==> config.mk <==
export PLATFORM = sky130hd
export DESIGN_NAME = fwd_select_ctrl
export DESIGN_NICKNAME = d
export VERILOG_FILES = /design/src/rtl/fwd_select_ctrl.sv
export SDC_FILE = /design/constraint.sdc
export NUM_CORES = 1
export LEC_CHECK = 0
export BUFFER_PORTS_ARGS = -buffer_cell sky130_fd_sc_hd__clkbuf_2
export CAP_MARGIN = 20
export CORE_MARGIN = 1.5
export CORE_UTILIZATION = 54
export DETAILED_ROUTE_END_ITERATION = 7
export PLACE_DENSITY = 0.81
export SETUP_SLACK_MARGIN = 0.02
export SYNTH_ARGS = -nofsm -noshare
export SYNTH_HDL_FRONTEND = slang
export SYNTH_SLANG_ARGS = --single-unit
==> constraint.sdc <==
create_clock -name clk -period 5.1 [get_ports clk]
set_clock_uncertainty 0.1 [all_clocks]
set_input_delay 1.02 -clock clk [delete_from_list [all_inputs] [get_ports clk]]
set_output_delay 1.02 -clock clk [all_outputs]
set_load 0.005 [all_outputs]
==> src/rtl/fwd_select_ctrl.sv <==
// Forwarding-select and load-use hazard control for the EX-stage operand muxes.
// Tracks destination info for EX/MEM/WB and registers the 2-bit mux selects for the instruction entering EX.
module fwd_select_ctrl #(
    parameter int RA_W     = 5,
    parameter bit ZERO_REG = 1'b1
) (
    input  logic            clk,
    input  logic            rst_n,
    input  logic            id_valid,
    input  logic [RA_W-1:0] id_rs1,
    input  logic [RA_W-1:0] id_rs2,
    input  logic [RA_W-1:0] id_rd,
    input  logic            id_reg_wr,
    input  logic            id_mem_rd,
    input  logic            flush,
    output logic            stall,
    output logic [1:0]      fwd_a_sel,
    output logic [1:0]      fwd_b_sel
);

    localparam logic [1:0] SEL_RF  = 2'b00;
    localparam logic [1:0] SEL_EXM = 2'b01;
    localparam logic [1:0] SEL_MWB = 2'b10;
    localparam logic [1:0] SEL_PWB = 2'b11;

    logic            ex_v_q, mem_v_q, wb_v_q;
    logic            ex_v_d, mem_v_d, wb_v_d;
    logic [RA_W-1:0] ex_rd_q, mem_rd_q, wb_rd_q;
    logic [RA_W-1:0] ex_rd_d, mem_rd_d, wb_rd_d;
    logic            ex_wr_q, mem_wr_q, wb_wr_q;
    logic            ex_wr_d, mem_wr_d, wb_wr_d;
    logic            ex_ld_q, ex_ld_d;
    logic [1:0]      fwd_a_q, fwd_a_d;
    logic [1:0]      fwd_b_q, fwd_b_d;
    logic            load_use;

    function automatic logic src_is_zero(input logic [RA_W-1:0] src);
        return ZERO_REG && (src == '0);
    endfunction

    function automatic logic hits(input logic v, input logic wr,
                                  input logic [RA_W-1:0] rd,
                                  input logic [RA_W-1:0] src);
        return v && wr && (rd == src) && !src_is_zero(src);
    endfunction

    // Youngest producer wins: the EX entry holds the most recent write to src.
    function automatic logic [1:0] sel_for(input logic [RA_W-1:0] src);
        logic [1:0] sel;
        sel = SEL_RF;
        if (hits(ex_v_q, ex_wr_q, ex_rd_q, src)) begin
            sel = SEL_EXM;
        end else if (hits(mem_v_q, mem_wr_q, mem_rd_q, src)) begin
            sel = SEL_MWB;
        end else if (hits(wb_v_q, wb_wr_q, wb_rd_q, src)) begin
            sel = SEL_PWB;
        end
        return sel;
    endfunction

    always_comb begin
        load_use = 1'b0;
        if (id_valid && ex_v_q && ex_ld_q) begin
            load_use = hits(ex_v_q, ex_wr_q, ex_rd_q, id_rs1) ||
                       hits(ex_v_q, ex_wr_q, ex_rd_q, id_rs2);
        end
    end

    assign stall = load_use;

    always_comb begin
        mem_v_d  = ex_v_q;
        mem_rd_d = ex_rd_q;
        mem_wr_d = ex_wr_q;
        wb_v_d   = mem_v_q;
        wb_rd_d  = mem_rd_q;
        wb_wr_d  = mem_wr_q;

        ex_v_d   = 1'b0;
        ex_rd_d  = id_rd;
        ex_wr_d  = id_reg_wr;
        ex_ld_d  = id_mem_rd;
        fwd_a_d  = SEL_RF;
        fwd_b_d  = SEL_RF;

        // A flushed or stalled ID instruction becomes a bubble; the EX instruction still moves on.
        if (!flush && !load_use && id_valid) begin
            ex_v_d  = 1'b1;
            fwd_a_d = sel_for(id_rs1);
            fwd_b_d = sel_for(id_rs2);
        end
    end

    always_ff @(posedge clk or negedge rst_n) begin
        if (!rst_n) begin
            ex_v_q  <= 1'b0;
            mem_v_q <= 1'b0;
            wb_v_q  <= 1'b0;
            fwd_a_q <= SEL_RF;
            fwd_b_q <= SEL_RF;
        end else begin
            ex_v_q  <= ex_v_d;
            mem_v_q <= mem_v_d;
            wb_v_q  <= wb_v_d;
            fwd_a_q <= fwd_a_d;
            fwd_b_q <= fwd_b_d;
        end
    end

    // Payload fields are qualified by the valid bits, so they need no reset.
    always_ff @(posedge clk) begin
        ex_rd_q  <= ex_rd_d;
        ex_wr_q  <= ex_wr_d;
        ex_ld_q  <= ex_ld_d;
        mem_rd_q <= mem_rd_d;
        mem_wr_q <= mem_wr_d;
        wb_rd_q  <= wb_rd_d;
        wb_wr_q  <= wb_wr_d;
    end

    assign fwd_a_sel = fwd_a_q;
    assign fwd_b_sel = fwd_b_q;

endmodule

==> metrics.md, run 1 <==
| Metric | Value |
|---|---|
| Design area | `0.00125 sq mm` |
| Worst path max stage delay | `between 0.5 and 0.6 ns` |
| R2R cell count | `5` |
| Rel. slew slack | `around 69%` |
| Worst IR Drop VDD | `between 0.3 and 0.4 mV` |
| Setup Buffers After CTS | `0` |
| Mean routed wirelength per cell | `15.0 microns` |
| Pin count of the biggest net entering global routing | `16` |
| Main synth FF type | `dfxtp_1` |
| CP Max Fanout | `4` |
| CP startpoint | `id_rs2[0]` |
| Synth warnings | `0` |
| Critical Path End Type | `output port` |
| P per Cell Area | `approximately 320 mW/mm^2` |
| Commonest non-fill, non-tap cell in the layout | `clkbuf_2` |
| Clock root cell | `clkbuf_4` |
| Critical path arrival | `between 2 and 2.5 ns` |
| Syn_nets | `116` |
| NumNets Final | `~150` |
| Critical Path, Cell by Cell | `clkbuf_2 -> inv_2 -> a221o_1 -> or4_4 -> a21oi_4 -> clkbuf_2` |
| Worst Hold Launch | `mem_wr_q` |
| DIE HEIGHT | `~47 microns` |
| Clk slew on worst S/H paths | `~0.13 ns` |
| Vias per cell | `between 5 and 6` |
| Period Utilization, post-route | `between 70% and 80%` |
| Starting Density | `approximately three fifths` |
| Post-synth EDFFs | `0` |
| Total grt overflow | `0` |
| CTS max path bufs | `2` |
| Worst hold path cell count | `0` |
| Routed WL | `2230 microns` |
| First-pass GRT wire length | `3370 microns` |
| MaxCap Viol Count | `0` |
| Most frequent cells in the layout | `25 x clkbuf_2, 22 x xnor2_1, 19 x dfxtp_1, 7 x dfrtp_1, 6 x nand2_1` |
| Worst Hold Class | `flop to flop` |
| Worst slew pin tran | `around 0.46 ns` |
| GP Congestion | `0.871` |
| Worst-Skew Late Latency | `roughly 0.32 ns` |
| DR iter-0 viols | `32` |
| H-tree level count | `1` |
| Total number of vias | `~860` |
| WS Path Type | `input port to output port` |
| Final setup fails | `0` |
| FMAX | `277 MHz` |
| Sequential share of the synthesized area | `a little over half` |
| Setup TNS | `0 ns` |
| RSZ-0062 raised after global routing | `no` |
| Initial antenna violation count | `0` |
| Post-synthesis async set-or-reset flop share | `26.9%` |
| Vias in the first global route | `765` |
| FF-to-FF setup slack | `3.28 ns` |
| PortBufs | `25` |
| Layout cell share with drive strength beyond 1 | `around a quarter` |
| Worst path most repeated cell | `clkbuf_2` |
| WHS Endpoint | `wb_wr_q` |
| Status | `complete, no violations` |
| Worst Setup Start Kind | `input port` |
| Yosys cell types | `23` |
| Io pins | `26` |
| Post-cts resize count | `0` |
| Post-DP Area | `~0.0012 sq mm` |
| Hold_buf cts | `0` |
| Synth Area per Inst | `about 11 sq um` |
| Required @ worst endpoint | `3.98 ns` |
| GRT Util Overall | `between 20% and 30%` |
| CTS tree | `yes` |
| Leakage | `around 0.00051 uW` |
| Synthesis-stage register bit count | `26` |
| CORE AREA | `approximately 0.0018 sq mm` |
| Clock period minus final worst setup slack | `3.60 ns` |
| # diodes | `0` |
| Drt drc | `0` |
| Slew Limit Fails | `0` |
| Syn Inst Count | `95` |
| TritonRoute pass-1 iters | `4` |
| Clk sinks | `26` |
| Die width | `47.0 microns` |
| Reg2Reg Capture Point | `ex_v_q` |
| Area of the mapped netlist | `roughly 0.0010 sq mm` |
| Post-DRT Antenna Nets | `0` |
| Rows | `15` |
| Reg2reg start | `ex_rd_q[2]` |
| TritonCTS buffer count | `3` |
| Die Area | `approximately 0.0022 sq mm` |
| Syn-to-layout area delta | `20.0%` |
| Fin. Hold Viols | `0` |
| Critical-path top delay cell | `or4_4` |
## synthesized netlist by cell type, types with 2 or more instances
| library cell | count | share of area [%] |
|---|---|---|
| a211oi_1 | 2 | 1.4 |
| nor2_1 | 3 | 1.1 |
| o22ai_1 | 2 | 1.2 |
| nand2b_1 | 3 | 1.8 |
| nand4_1 | 3 | 1.8 |
| dfrtp_1 | 7 | 17 |
| xnor2_1 | 22 | 18 |
| inv_1 | 4 | 1.4 |
| dfxtp_1 | 19 | 36 |
| xor2_1 | 2 | 1.7 |
| nor4_1 | 3 | 1.8 |
| nor3_1 | 3 | 1.4 |
| a221o_1 | 3 | 2.9 |
| nand3_1 | 2 | 0.96 |
| nand2_1 | 6 | 2.2 |
| o221ai_1 | 3 | 2.5 |
| or4_1 | 2 | 1.4 |
## cell families after synthesis
family                 count (synthesis)  share of synthesized area, %
flip-flops                            26                          53.1
XOR/XNOR                              24                          20.1
AO/OA/AOI/OAI                         11                          9.57
buffers and inverters                  5                          1.79
AND/OR/NAND/NOR                       29                          15.4
## registers in the layout (all words and copies together) (netlist names)
signal,count
ex_v_q,1
mem_v_q,1
fwd_b_sel,2
wb_wr_q,1
wb_rd_q,5
ex_rd_q,5
wb_v_q,1
ex_wr_q,1
mem_rd_q,5
ex_ld_q,1
fwd_a_sel,2
mem_wr_q,1
## stage by stage
step	worst slack [ns]	hold slack [ns]	utilization, %	std cells	power, uW
floorplan	1.89	0.224	-	95	248
global placement	1.57	0.250	68.2	145	265
detailed placement	1.53	0.259	68.2	145	267
CTS	1.52	0.277	71.1	149	404
global route	1.43	0.286	71.1	149	417
finish	1.50	0.281	71.1	149	402
## area by class of cell
cell class / count / area, sq um
Sequential cell: 26 / 556
Fill cell: 151 / 509
Multi-Input combinational cell: 64 / 472
Timing Repair Buffer: 25 / 125
Tap cell: 25 / 31.3
Clock inverter: 1 / 30.0
Clock buffer: 3 / 22.5
Inverter: 5 / 18.8
## worst max-delay path: cells and delay by family
| family | cells | cell delay, ns |
|---|---|---|
| buffers and inverters | 3 | 0.34 |
| AND/OR/NAND/NOR | 1 | 0.56 |
| AO/OA/AOI/OAI | 2 | 0.56 |
## per-layer routing
layer	global-route usage, %	vias up	wire, microns
met4	16.1	0	70
met2	35.6	61	1100
li1	-	391	-
met1	29.0	394	892
met3	3.08	10	170
met5	0	-	0
## how the worst max path moves through the flow
stage / cells past startpoint / end / slack, ns
finish: 6 / stall / 1.50
global route: 6 / stall / 1.43
CTS: 6 / stall / 1.52
detailed placement: 6 / stall / 1.53
global placement: 6 / stall / 1.57
floorplan: 4 / stall / 1.89
## power breakdown
part | internal [uW] | leakage [uW] | switching (uW)
Sequential | 213 | 0.000255 | 8.61
Clock | 79.5 | 0.0000279 | 58.3
Combinational | 21.5 | 0.000232 | 20.6
Total | 314 | 0.000515 | 87.5
No activity file was read; power rests on OpenSTA's default activity.
==> run 2: changes to the inputs <==
- CORE_UTILIZATION: 54 -> 45
- PLACE_DENSITY: 0.81 -> 0.72
- clock period: 5.1 -> 3.02 ns (I/O delays scaled with it)
==> metrics.md, run 2 (same netlist as run 1, synthesis figures left out) <==
| Metric | Value |
|---|---|
| CP Max Fanout | `4` |
| Critical Path End Type | `output port` |
| Critical Path, Cell by Cell | `clkbuf_2 -> inv_2 -> a221o_1 -> or4_4 -> a21oi_4 -> clkbuf_2` |
| Worst Hold Launch | `mem_wr_q` |
| Total grt overflow | `0` |
| Leakage | `between 0.0005 and 0.0006 uW` |
| Initial antenna violation count | `0` |
| DIE HEIGHT | `51.2 microns` |
| WS Path Type | `input port to output port` |
| Total number of vias | `roughly 770` |
| Io pins | `26` |
| Rel. slew slack | `between 60% and 70%` |
| Worst-Skew Late Latency | `0.30 ns` |
| Multi-input gate area | `472 sq um` |
| CTS max path bufs | `2` |
| Starting Density | `47.3%` |
| Worst setup endpoint | `stall` |
| TritonCTS buffer count | `3` |
| Sequential Area | `556 sq um` |
| Reg2Reg Capture Point | `fwd_a_sel[0]` |
| Mean routed wirelength per cell | `13.0 microns` |
| Die Area | `0.00262 sq mm` |
| NumNets Final | `around 150` |
| Setup Buffers After CTS | `0` |
| Final setup fails | `0` |
| CTS tree | `yes` |
| Reg2reg start | `ex_v_q` |
| Syn-to-layout area delta | `19.5%` |
| FMAX | `367 MHz` |
| Pin count of the biggest net entering global routing | `15` |
| Worst Setup Start Kind | `input port` |
| GRT Util Overall | `around 18%` |
| Vias per cell | `slightly below 5` |
| Most frequent cells in the layout | `25 x clkbuf_2, 22 x xnor2_1, 19 x dfxtp_1, 7 x dfrtp_1, 6 x nand2_1` |
| Status | `complete, no violations` |
| Critical-path top delay cell | `or4_4` |
| Worst Hold Class | `flop to flop` |
| Drt drc | `0` |
| Post-DRT Antenna Nets | `0` |
| Setup TNS | `0 ns` |
| Vias in the first global route | `between 800 and 900` |
| Clk slew on worst S/H paths | `approximately 0.13 ns` |
| Registers with the most flip-flops | `ex_rd_q (5), mem_rd_q (5), wb_rd_q (5)` |
| Worst path most repeated cell | `clkbuf_2` |
| # diodes | `0` |
| CORE AREA | `0.00221 sq mm` |
| Rows | `17` |
| H-tree level count | `1` |
| Die width | `about 50 microns` |
| DR iter-0 viols | `10` |
| Hpwl dp | `1640 microns` |
| Worst slew pin tran | `0.447 ns` |
| Fillers | `about 220` |
| Slew Limit Fails | `0` |
| First-pass GRT wire length | `roughly 3500 microns` |
| Required @ worst endpoint | `2.32 ns` |
| Period Utilization, post-route | `about 90%` |
| Critical path arrival | `between 2 and 2.5 ns` |
| Worst path bufs/invs | `3` |
| Layout cell share with drive strength beyond 1 | `approximately a quarter` |
| TritonRoute pass-1 iters | `4` |
| Clock root cell | `clkbuf_4` |
| Worst IR Drop VDD | `approximately 0.36 mV` |
| Delay-heaviest family, CP | `simple AND/OR/NAND/NOR gates` |
| Routed WL | `about 2000 microns` |
| GP Congestion | `between 0.8 and 0.9` |
| RSZ-0062 raised after global routing | `no` |
| CP Depth | `6` |
| FF-to-FF setup slack | `1.25 ns` |
| R2R cell count | `5` |
| CP startpoint | `id_rs2[0]` |
| Commonest non-fill, non-tap cell in the layout | `clkbuf_2` |
| Clock period minus final worst setup slack | `roughly 2.7 ns` |
| Worst path max stage delay | `0.56 ns` |
| Worst hold margin | `~0.27 ns` |
| P per Cell Area | `between 400 and 500 mW/mm^2` |
| MaxCap Viol Count | `0` |
| PortBufs | `25` |
| Clk sinks | `26` |
| Fin. Hold Viols | `0` |
## run 2: final cells by class
type,instances,area share [%]
clock buffers,4,2.10
inverters,5,1.50
multi-input cells,64,37.7
flip-flops and latches,26,44.4
well taps,28,2.80
repair buffers,27,11.4
## run 2: through the flow
stage | instances | worst slack (ns) | total power, uW | utilization [%] | area [sq um]
after floorplan | 95 | 0.637 | 418 | - | 1050
after global placement | 149 | 0.320 | 449 | 54.9 | 1210
after detailed placement | 149 | 0.307 | 451 | 54.9 | 1210
after CTS | 154 | 0.304 | 594 | 56.5 | 1250
after global routing | 154 | 0.246 | 618 | 56.5 | 1250
final | 154 | 0.295 | 588 | 56.5 | 1250
## run 2: repair_timing
action,4_1_cts,5_1_grt
gates resized for setup,0,0
hold endpoints to repair,7,0
setup endpoints to repair,0,0
hold buffers,1,0
## run 2: worst min-delay path by stage
stage / slack [ns] / to / depth (start not counted)
3_3_place_gp: 0.25 / wb_v_q / 0
3_5_place_dp: 0.25 / wb_wr_q / 0
5_1_grt: 0.27 / ex_rd_q[0] / 1
4_1_cts: 0.27 / wb_wr_q / 0
2_1_floorplan: 0.21 / ex_v_q / 0
6_report: 0.27 / wb_wr_q / 0
## run 2: layer usage
| metal | vias to the layer above | GRT usage, % | wire, microns |
|---|---|---|---|
| met2 | 9 | 31.6 | 1010 |
| li1 | 393 | - | - |
| met4 | 0 | 5.26 | 14 |
| met3 | 2 | 2.63 | 44 |
| met1 | 362 | 22.2 | 937 |
| met5 | - | 0 | 0 |
## run 2: power by group
part / internal, uW / switching, uW
combinational: 37.4 / 32.9
clock: 51.5 / 91.9
sequential: 360 / 13.7
total: 449 / 139
==> run 3: changes to the inputs <==
- ABC_AREA: not set -> 1
- CORE_UTILIZATION: 45 -> 48
- PLACE_DENSITY: 0.72 -> 0.74
==> metrics.md, run 3 <==
| Metric | Value |
|---|---|
| Status | `complete, no violations` |
| Fillers | `263` |
| CTS max path bufs | `2` |
| Syn_nets | `~210` |
| FMAX | `443 MHz` |
| MaxCap Viol Count | `0` |
| Met2 wire len | `between 1000 and 1500 microns` |
| Critical Path End Type | `output port` |
| DIE HEIGHT | `~54 microns` |
| P per Cell Area | `~420 mW/mm^2` |
| Worst slew pin tran | `between 0.15 and 0.2 ns` |
| CP startpoint | `ex_v_q` |
| Synth Area per Inst | `6.76 sq um` |
| Registers with the most flip-flops | `ex_rd_q (5), mem_rd_q (5), wb_rd_q (5)` |
| Die Area | `0.00297 sq mm` |
| Vias in the first global route | `999` |
| Setup Buffers After CTS | `0` |
| Layout cell share with drive strength beyond 1 | `between 20% and 30%` |
| Adder-Cell Fraction of Synth Area | `0%` |
| WS Path Type | `flop to output port` |
| NumNets Final | `240` |
| CTS tree | `yes` |
| Worst Setup Start Kind | `flop` |
| Clock period minus final worst setup slack | `roughly 2.3 ns` |
| Design area | `0.00147 sq mm` |
| RSZ-0062 raised after global routing | `no` |
| Synth area leaders | `dfxtp_1 30%, nand2_1 23%, dfrtp_1 14%, inv_1 5.9%, nor2_1 5.3%` |
| Post-synthesis async set-or-reset flop share | `26.9%` |
| Clock root cell | `clkbuf_4` |
| CORE AREA | `0.00250 sq mm` |
| Dominant cell type by area after synthesis | `dfxtp_1` |
| Routed WL | `between 2000 and 2500 microns` |
| FF-to-FF setup slack | `approximately 1.6 ns` |
| Worst IR Drop VDD | `between 0.2 and 0.3 mV` |
| Rel. slew slack | `between 80 and 90%` |
| Synth warnings | `0` |
| Top-area cell type share of the netlist area | `~30%` |
| Post-DP Area | `about 0.0014 sq mm` |
| Worst Hold Class | `flop to flop` |
| Starting Density | `approximately 51%` |
| GRT Util Overall | `~20%` |
| Pin count of the biggest net entering global routing | `15` |
| Hpwl dp | `slightly above 2000 microns` |
| Post-DRT Antenna Nets | `0` |
| Most frequent cells in the layout | `79 x nand2_1, 25 x clkbuf_2, 20 x inv_1, 19 x dfxtp_1, 18 x nor2_1` |
| # diodes | `0` |
| Drt drc | `0` |
| Most numerous cell in the Yosys netlist | `nand2_1` |
| Slew Limit Fails | `0` |
| Total number of vias | `~1100` |
| Required @ worst endpoint | `approximately 2.3 ns` |
| Critical path arrival | `1.55 ns` |
| Reg2Reg Capture Point | `fwd_b_sel[0]` |
| Clk sinks | `26` |
| Metal1 wirelength | `~1100 microns` |
| Top cells by count, synth | `79 x nand2_1, 20 x inv_1, 19 x dfxtp_1, 18 x nor2_1` |
| Total grt overflow | `0` |
| Setup TNS | `0 ns` |
| GP Congestion | `about 0.85` |
| Sequential Area | `approximately 560 sq um` |
| Compound-cell area share of the yosys netlist | `2.76%` |
| Clk slew on worst S/H paths | `around 0.13 ns` |
| Syn Inst Count | `188` |
| DR iter-0 viols | `21` |
| Post-synth EDFFs | `0` |
| Commonest non-fill, non-tap cell in the layout | `nand2_1` |
| R2R cell count | `9` |
| Met3 routed WL | `about 140 microns` |
| Multi-input gate area | `a little over 600 sq um` |
| Worst-Skew Late Latency | `roughly 0.32 ns` |
| Fin. Hold Viols | `0` |
| XOR/XNOR share of the synthesized area | `4.82%` |
| Final setup fails | `0` |
| Leakage | `around 0.00085 uW` |
| H-tree level count | `1` |
| Main synth FF type | `dfxtp_1` |
| TritonCTS buffer count | `3` |
| Largest family of logic cells by synthesized area | `simple AND/OR/NAND/NOR gates` |
| Rows | `18` |
| Period Utilization, post-route | `~75%` |
| Mean routed wirelength per cell | `roughly 9.8 microns` |
| CP Max Fanout | `3` |
| First-pass GRT wire length | `4170 microns` |
| Max Used Layer | `met4` |
| Reg2reg start | `ex_v_q` |
| Synthesis-stage register bit count | `26` |
| Syn-to-layout area delta | `15.6%` |
| Io pins | `26` |
| PortBufs | `25` |
| Vias per cell | `~4.6` |
| Worst setup endpoint | `stall` |
| TritonRoute pass-1 iters | `4` |
| Die width | `54.5 microns` |
| Initial antenna violation count | `0` |
| Yosys cell types | `17` |
| Area of the mapped netlist | `0.00127 sq mm` |
| Sequential share of the synthesized area | `a little over two fifths` |
| Simple logic cell fraction of the synthesized area | `~40%` |
| Mux contribution to synthesized area | `0%` |
[run 3: changes by cell type in the layout (fill, tap and decap cells not counted), moves of 3 or more]
cell,delta
o21ai_0,+4
nor2_2,+9
nor4_1,-3
xnor2_1,-16
nand2b_1,-3
nand2_1,+73
inv_2,+8
a21oi_1,+3
o221ai_1,-3
a221o_1,-3
nand2_2,+3
nor2_1,+15
inv_1,+16
nor3_1,-3
[run 3: how the worst min path moves through the flow]
stage / endpoint / slack [ns] / start / cells after the start
floorplan: ex_v_q / 0.21 / rst_n / 0
global placement: wb_wr_q / 0.23 / mem_wr_q / 0
detailed placement: wb_wr_q / 0.24 / mem_wr_q / 0
CTS: ex_rd_q[2] / 0.26 / id_rd[2] / 1
global route: ex_rd_q[2] / 0.25 / id_rd[2] / 1
finish: wb_wr_q / 0.26 / mem_wr_q / 0
[run 3: metrics by stage]
step                worst slack [ns]  hold WS (ns)  util, %  instances  total power, uW
floorplan                       1.11         0.208        -        188              434
global placement               0.832         0.234     57.4        243              468
detailed placement             0.822         0.239     57.4        243              469
CTS                            0.742         0.260     58.8        248              622
global route                   0.601         0.250     58.8        248              649
finish                         0.765         0.260     58.8        248              612
[run 3: power by group]
part,internal (uW),switching (uW),total (uW)
logic,36.6,53.0,89.7
registers,360,12.8,373
clock network,51.8,97.8,150
total,449,164,612
[run 3: cell families after synthesis]
logic type	after synthesis
and+or+nand+nor	119
buffers and inverters	29
DFF	26
AOI/OAI and AO/OA	7
xor gates and xnor gates	7
[run 3: final cells by class]
class	instances	share of cell area, %
sequential	26	37.8
clock buffer	4	1.79
tap	30	2.55
inverter	29	7.40
multi-input combinational	133	41.3
timing repair buffer	26	9.19
[run 3: critical path, cell delays in order (launching register included)]
cell and delay, ns:
dfrtp_1 0.43, nand2_1 0.12, a21oi_1 0.12, nand2_1 0.06, nor2_1 0.13, nand2_2 0.09, nand2_2 0.08, nand2_4 0.05
inv_1 0.04, clkbuf_2 0.10
[run 3: timing repair]
item | CTS | global route
endpoints found under the setup margin | 0 | 0
hold buffers | 1 | 0
endpoints found under the hold margin | 7 | 0
resized for setup | 0 | 0
[run 3: routing by layer]
| layer | global-route usage (%) | up-vias |
|---|---|---|
| met4 | 10.4 | 0 |
| met3 | 6.01 | 8 |
| met1 | 24.5 | 495 |
| li1 | - | 614 |
| met5 | 0 | - |
| met2 | 32.3 | 32 |
